$ cat src/rtl/video_timing_gen.sv
// Video timing generator: free-running pixel/line counters with registered sync, blank,
// position, start pulses and a look-ahead framebuffer fetch request.
// Define VIDEO_TEST_PATTERN_EN to drive eight vertical colour bars on r/g/b.
module video_timing_gen #(
   parameter int H_ACTIVE   = 1024,
   parameter int H_FP       = 24,
   parameter int H_SYNC     = 136,
   parameter int H_BP       = 144,
   parameter int V_ACTIVE   = 768,
   parameter int V_FP       = 3,
   parameter int V_SYNC     = 6,
   parameter int V_BP       = 29,
   parameter bit HSYNC_POL  = 1'b0,
   parameter bit VSYNC_POL  = 1'b0,
   parameter int FETCH_LEAD = 2
) (
   input  logic        clk_pixel,
   input  logic        rst_n,
   output logic        hsync,
   output logic        vsync,
   output logic        blank,
   output logic [10:0] x,
   output logic [10:0] y,
   output logic        frame_start,
   output logic        line_start,
   output logic        fetch_req,
   output logic [7:0]  r,
   output logic [7:0]  g,
   output logic [7:0]  b
);

   localparam int CW = 12;

   localparam logic [CW-1:0] H_ACT    = CW'(H_ACTIVE);
   localparam logic [CW-1:0] H_TOT    = CW'(H_ACTIVE + H_FP + H_SYNC + H_BP);
   localparam logic [CW-1:0] HS_START = CW'(H_ACTIVE + H_FP);
   localparam logic [CW-1:0] HS_END   = CW'(H_ACTIVE + H_FP + H_SYNC);
   localparam logic [CW-1:0] V_ACT    = CW'(V_ACTIVE);
   localparam logic [CW-1:0] V_TOT    = CW'(V_ACTIVE + V_FP + V_SYNC + V_BP);
   localparam logic [CW-1:0] VS_START = CW'(V_ACTIVE + V_FP);
   localparam logic [CW-1:0] VS_END   = CW'(V_ACTIVE + V_FP + V_SYNC);
   localparam logic [CW-1:0] LEAD     = CW'(FETCH_LEAD);

   logic [CW-1:0] h_cnt;
   logic [CW-1:0] v_cnt;
   logic          h_last;
   logic          v_last;

   logic [CW-1:0] fetch_sum;
   logic          fetch_wrap;
   logic [CW-1:0] fetch_tx;
   logic [CW-1:0] fetch_ty;

   logic          blank_nxt;
   logic          hsync_nxt;
   logic          vsync_nxt;
   logic          fetch_nxt;
   logic          frame_start_nxt;
   logic          line_start_nxt;

   assign h_last = (h_cnt == H_TOT - CW'(1));
   assign v_last = (v_cnt == V_TOT - CW'(1));

   // NOTE: all state uses non-blocking assignments so every register samples pre-edge values.
   always_ff @(posedge clk_pixel or negedge rst_n) begin
      if (!rst_n) begin
         h_cnt <= '0;
         v_cnt <= '0;
      end else if (h_last) begin
         h_cnt <= '0;
         v_cnt <= v_last ? '0 : v_cnt + CW'(1);
      end else begin
         h_cnt <= h_cnt + CW'(1);
      end
   end

   // The fetch target wraps into the next line (and the next frame from the last line),
   // so a request is raised only when the pixel it names will actually be displayed.
   // NOTE: every always_comb output gets a value on every path, so no latch is inferred.
   always_comb begin
      fetch_sum  = h_cnt + LEAD;
      fetch_wrap = (fetch_sum >= H_TOT);
      fetch_tx   = fetch_wrap ? fetch_sum - H_TOT : fetch_sum;
      fetch_ty   = v_cnt;
      if (fetch_wrap) begin
         fetch_ty = v_last ? '0 : v_cnt + CW'(1);
      end

      blank_nxt       = (h_cnt >= H_ACT) || (v_cnt >= V_ACT);
      hsync_nxt       = ((h_cnt >= HS_START) && (h_cnt < HS_END)) ? HSYNC_POL : ~HSYNC_POL;
      vsync_nxt       = ((v_cnt >= VS_START) && (v_cnt < VS_END)) ? VSYNC_POL : ~VSYNC_POL;
      fetch_nxt       = (fetch_tx < H_ACT) && (fetch_ty < V_ACT);
      line_start_nxt  = (h_cnt == '0);
      frame_start_nxt = (h_cnt == '0) && (v_cnt == '0);
   end

   always_ff @(posedge clk_pixel or negedge rst_n) begin
      if (!rst_n) begin
         x           <= '0;
         y           <= '0;
         blank       <= 1'b1;
         hsync       <= ~HSYNC_POL;
         vsync       <= ~VSYNC_POL;
         fetch_req   <= 1'b0;
         line_start  <= 1'b0;
         frame_start <= 1'b0;
      end else begin
         x           <= h_cnt[10:0];
         y           <= v_cnt[10:0];
         blank       <= blank_nxt;
         hsync       <= hsync_nxt;
         vsync       <= vsync_nxt;
         fetch_req   <= fetch_nxt;
         line_start  <= line_start_nxt;
         frame_start <= frame_start_nxt;
      end
   end

`ifdef VIDEO_TEST_PATTERN_EN
   localparam logic [14:0] H_ACT_W = 15'(H_ACTIVE);

   logic [14:0] x8;
   logic [2:0]  bar;
   logic [23:0] rgb_nxt;

   // Bar index is only meaningful inside the active line; blanking forces black anyway.
   always_comb begin
      x8      = {h_cnt, 3'b000};
      bar     = 3'(x8 / H_ACT_W);
      rgb_nxt = blank_nxt ? 24'h0 : {{8{bar[2]}}, {8{bar[1]}}, {8{bar[0]}}};
   end

   always_ff @(posedge clk_pixel or negedge rst_n) begin
      if (!rst_n) begin
         r <= '0;
         g <= '0;
         b <= '0;
      end else begin
         r <= rgb_nxt[23:16];
         g <= rgb_nxt[15:8];
         b <= rgb_nxt[7:0];
      end
   end
`else
   assign r = '0;
   assign g = '0;
   assign b = '0;
`endif

endmodule

$ cat config.mk
export PLATFORM = sky130hd
export DESIGN_NAME = video_timing_gen
export DESIGN_NICKNAME = d
export VERILOG_FILES = /design/src/rtl/video_timing_gen.sv
export SDC_FILE = /design/constraint.sdc
export NUM_CORES = 1
export LEC_CHECK = 0
export BUFFER_PORTS_ARGS = -buffer_cell sky130_fd_sc_hd__buf_2
export CAP_MARGIN = 20
export CORE_UTILIZATION = 30
export CTS_BUF_LIST = sky130_fd_sc_hd__clkbuf_16
export DETAILED_ROUTE_END_ITERATION = 8
export GPL_TIMING_DRIVEN = 0
export PLACE_DENSITY = 0.49
export SLEW_MARGIN = 20
export SYNTH_ARGS = -nofsm -noshare
export SYNTH_HDL_FRONTEND = slang
export SYNTH_SLANG_ARGS = --single-unit
$ cat constraint.sdc
create_clock -name clk_pixel -period 3.11 [get_ports clk_pixel]
set_input_delay 0.1555 -clock clk_pixel [delete_from_list [all_inputs] [get_ports clk_pixel]]
set_output_delay 0.1555 -clock clk_pixel [all_outputs]
set_load 0.05 [all_outputs]
# == Word-level counts from Yosys, hierarchy flattened ==
# Index checks and enable logic that the tools add are counted.
# totals
regBits,52
in_bits,2
output_inout_bits,52
elab_cells,38
# op_classes
addsub,4
order_cmp,9
n_eq_ne,2
mux,6
n_reduce_logical,7
# ops
operator,count
two-way mux 12 bit,4
greater-or-equal comparator 12 x 11 -> 1 bit (second input constant),3
adder 12 x 1 -> 12 bit (second input constant),2
greater-or-equal comparator 12 x 10 -> 1 bit (second input constant),2
zero test 12 bit,2
less-than comparator 12 x 10 -> 1 bit (second input constant),2
less-than comparator 12 x 11 -> 1 bit (second input constant),2
adder 12 x 2 -> 12 bit (second input constant),1
equality test 12 x 10 -> 1 bit (second input constant),1
equality test 12 x 11 -> 1 bit (second input constant),1
subtractor 12 x 11 -> 12 bit (second input constant),1
logical AND 1 bit,4
two-way mux 1 bit,2
logical OR 1 bit,1

# == Logic depth before layout (Yosys ltp) ==
# depth
ltp_word,5
depth_mapped,7
ltp_nobuf,7

# == Least setup slack after synthesis ==
# Ideal clock, no wire load.
# synth_path
path_type,reg2reg
from,register v_cnt[6]
to,register fetch_req
setup_time_ps,80
arrival_time_ps,1811
t_required_ps,3030
slack_ps,1219
stages_incl_launch_ff,6
n_path_buf,0
period_less_slack_ps,1891
path_cell_list,dfrtp_1 > or4_4 > or4_4 > o221ai_2 > o2111ai_1 > o211ai_2
# synth_via
elab_chain_len,5
word_cells_on_any_way,6
cone_classes,add/sub (1); order compare (1); eq/ne (1); mux (2); reduce/logical (1)
# synth_rtl
item,line,text
"start, declared",45,logic [CW-1:0] v_cnt;
"start signal, assigned",71,v_cnt <= v_last ? '0 : v_cnt + CW'(1);
adder 12 x 1 -> 12 bit / equality test 12 x 10 -> 1 bit (equally long branches),"86, 62",
two-way mux 12 bit,86,fetch_ty = v_last ? '0 : v_cnt + CW'(1);
two-way mux 12 bit (*),85,if (fetch_wrap) begin
less-than comparator 12 x 10 -> 1 bit (*),92,fetch_nxt = (fetch_tx < H_ACT) && (fetch_ty < V_ACT);
logical AND 1 bit (*),92,
via fetch_nxt,57,logic fetch_nxt;
"end signal, assigned",113,fetch_req <= fetch_nxt;
"end, declared",26,"output logic fetch_req,"
# Mark *: on every way through the listed nets, which the timed path passes. The rest lies on a longest branch.
# A chain may end at the register's enable or synchronous reset.

# == Worst setup path in the final report ==
# layout_path
from,register h_cnt[0]
to,register v_cnt[4]
# layout_via
elab_chain_len,1
# layout_rtl
item,line,text
"start, declared",44,logic [CW-1:0] h_cnt;
"start signal, assigned",73,h_cnt <= h_cnt + CW'(1);
equality test 12 x 11 -> 1 bit,61,assign h_last = (h_cnt == H_TOT - CW'(1));
# Every way passes these cells.

==> impl_metrics.toml <==
[sta]
max_freq_mhz = 404
fin_crit_sh = 0.795
relSlewSlack = 0.570
setup_viol = 0
fin_crit_ns = 2.47
hold_viol = 0
fin_tns_setup_ns = 0
rsz0062_at_grt = "false"
tightest_slew_ns = 0.645
slew_viol_final = 0
clock_skew_ns = 0.00439

[yosys]
synth-adder-area-share = 0.0298
yosys_warnings = 0
ys_ff_latch = 52
synth_top_family_by_area = "simple AND/OR/NAND/NOR gates"
seq_area_frac_synth = 0.518
synth.avg_cell_area_um2 = 10.5
ys_async_sr_fraction = 1.00
yosys.area_share.simple = 0.191
netlist_instances = 240
synth_edf_count = 0
synth-compound-area-share = 0.0943
synthXorXnorAreaFrac = 0.0521
synth_area_um2 = 2520
ys_types = 44
ys.flop_type = "dfrtp_1"
yosys-mux-area-fraction = 0

[grt]
overflow = 0
grt_pass1_wl_um = 8380
grt_util_all_layers = 0.126
grt_pass1_vias = 1698
grt_max_degree = 53
grt_antenna_before_repair = 0

[place]
portBuffers = 29
place.detailed.hpwl_um = 3480
dpl.cell_count = 397
routabilityCongestion = 0.795

[critical_path]
critPathCaptureType = "register"
start_kind = "register"
crit_type = "register to register"
required_ns = 3.33
path_max_fanout = 10
arrival_ns = 2.69

[detailed_routing]
vias = 1855
drtAntennaViolNets = 0
drt_iter0_drc = 64
wl_per_cell_um = 12.2
first_pass_iters = 4
drc = 0
wl_um = 4960
post_drt_via_cell_ratio = 4.57

[floorplan]
initial_core_util = 0.308
pin_count = 54
core_area_um2 = 8180
dieArea_um2 = 8770
fp-row-count = 33
chipWidth_um = 93.7
die_h_um = 93.7

[clocking]
htreeDepth = 2
cts_buffers = 5
cts_tree = "built"
cts_resized = 0
clk_pin_slew_ns = 0.07
clock_latency_ns = 0.29
clk_path_buf_depth = 2
cts_root_buffer = "clkbuf_16"
clkSinkCount = 52

[power_and_ir_drop]
power.leakage_nw = 1.44
vdd_drop_max_mv = 0.202
cellPowerDensity_nw_per_um2 = 435

[final_layout]
drive_gt1_frac = 0.262
antenna_cells = 0
fin_nets = 308
syn_to_final_growth_pct = 20.7
layoutNonFillerInstCount = 406

[outcome]
status = "finished, final reports clean"

[job]
cap_violations = 0

[min_path]
hp-class = "register to register"
final timing paths:
| kind | slack (ns) | from | depth (start not counted) | end |
|---|---|---|---|---|
| min reg2reg | 0.37 | h_cnt[4]$_DFF_PN0_ | 0 | x[4]$_DFF_PN0_ |
| min | 0.37 | h_cnt[4]$_DFF_PN0_ | 0 | x[4]$_DFF_PN0_ |
| max in group asynchronous | 2.24 | rst_n | 2 | v_cnt[2]$_DFFE_PN0N_ |
| max | 0.64 | h_cnt[0]$_DFF_PN0_ | 7 | v_cnt[4]$_DFFE_PN0N_ |
| min in group asynchronous | 0.43 | rst_n | 2 | x[0]$_DFF_PN0_ |
| max reg2reg | 0.64 | h_cnt[0]$_DFF_PN0_ | 7 | v_cnt[4]$_DFFE_PN0N_ |
per-stage QoR:
| step | instance area, µm² | worst slack, ns | hold WS, ns | util | power [W] |
|---|---|---|---|---|---|
| global placement | 2880 | 0.664 | 0.355 | 0.353 | 0.000789 |
| floorplan | 2610 | 1.22 | -0.140 | - | 0.000776 |
| global route | 3040 | 0.415 | 0.381 | 0.372 | 0.00138 |
| detailed placement | 2890 | 0.677 | 0.232 | 0.353 | 0.000790 |
| CTS | 3040 | 0.658 | 0.371 | 0.372 | 0.00135 |
| finish | 3040 | 0.637 | 0.370 | 0.372 | 0.00132 |
worst max-delay path: stages (launching register included):
cell and delay, ns:
dfrtp_1 0.53, ha_1 0.27, and3_1 0.15, clkbuf_1 0.20, nand4b_1 0.42, nor2_1 0.50
nand4_1 0.15, o21ai_0 0.16
layout by cell type (no fill, tap or decap), types with 2 or more instances in the layout:
cell / count
a31oi_1: 4
and2_1: 2
and3_1: 5
buf_2: 32
buf_4: 25
buf_6: 4
clkbuf_1: 3
clkbuf_16: 5
conb_1: 24
dfrtp_1: 49
dfstp_2: 3
ha_1: 6
inv_1: 7
nand2_1: 14
nand3_1: 12
nand4_1: 9
nand4b_1: 2
nor2_1: 20
nor3_1: 10
nor4_1: 3
o211ai_1: 2
o21a_1: 2
o21ai_0: 17
or4_1: 2
or4_4: 2
xnor2_1: 11
xor2_1: 4
final cells by class:
type	count	area, µm²
multi-input cells	168	1010
clock inverters	3	22.5
clock buffers	5	125
flip-flops and latches	52	1310
inverters	7	26.3
fillers	844	5130
plain buffers	36	262
well taps	105	131
repair buffers	30	158
synth_stat cells (2+ instances only):
library cell | number | share of area
nand4b_1 | 2 | 0.0069
or4_1 | 2 | 0.0060
nand4_1 | 9 | 0.022
clkbuf_1 | 3 | 0.0045
inv_1 | 7 | 0.010
o211ai_1 | 2 | 0.0060
nor2_1 | 20 | 0.030
or4_4 | 2 | 0.0089
o21ai_0 | 17 | 0.034
buf_6 | 4 | 0.018
buf_2 | 4 | 0.0079
and2_1 | 2 | 0.0050
nand3_1 | 12 | 0.024
xor2_1 | 4 | 0.014
a31oi_1 | 4 | 0.0099
and3_1 | 5 | 0.012
buf_4 | 24 | 0.071
dfstp_2 | 3 | 0.031
xnor2_1 | 11 | 0.038
nand2_1 | 14 | 0.021
nor3_1 | 10 | 0.020
o21a_1 | 2 | 0.0060
nor4_1 | 3 | 0.0074
dfrtp_1 | 49 | 0.49
ha_1 | 6 | 0.030
where the power goes:
group / total (W) / switching, W / internal [W]
clock network: 0.000545 / 0.000244 / 0.000301
logic: 0.000102 / 0.0000793 / 0.0000223
registers: 0.000676 / 0 / 0.000676
total: 0.00132 / 0.000324 / 0.00100
kinds of logic after synthesis:
family,Yosys count
AND/OR/NAND/NOR,88
flip-flops,52
buffers and inverters,43
AO/OA/AOI/OAI,35
XOR/XNOR,15
adder cells (fa/ha/maj),6
other,1
state kept, by name, indices dropped and copies added, names as in the netlist:
signal / count
h_cnt: 12
v_cnt: 12
x: 11
y: 11
blank: 1
fetch_req: 1
frame_start: 1
hsync: 1
line_start: 1
vsync: 1
metal layers:
| metal | GRT usage | up-vias | share of wire | wire [µm] |
|---|---|---|---|---|
| met1 | 0.160 | 893 | 0.47 | 2330 |
| met4 | 0.0385 | 0 | 0.013 | 63 |
| met3 | 0.0421 | 6 | 0.049 | 245 |
| met5 | 0 | - | 0 | 0 |
| li1 | - | 920 | - | - |
| met2 | 0.202 | 36 | 0.47 | 2320 |
timing repair:
item / 4_1_cts / 5_1_grt
buffers inserted: 0 / 0
hold buffers: 1 / 0
hold endpoints to repair: 49 / 0
No activity file was read; power rests on OpenSTA's default activity.
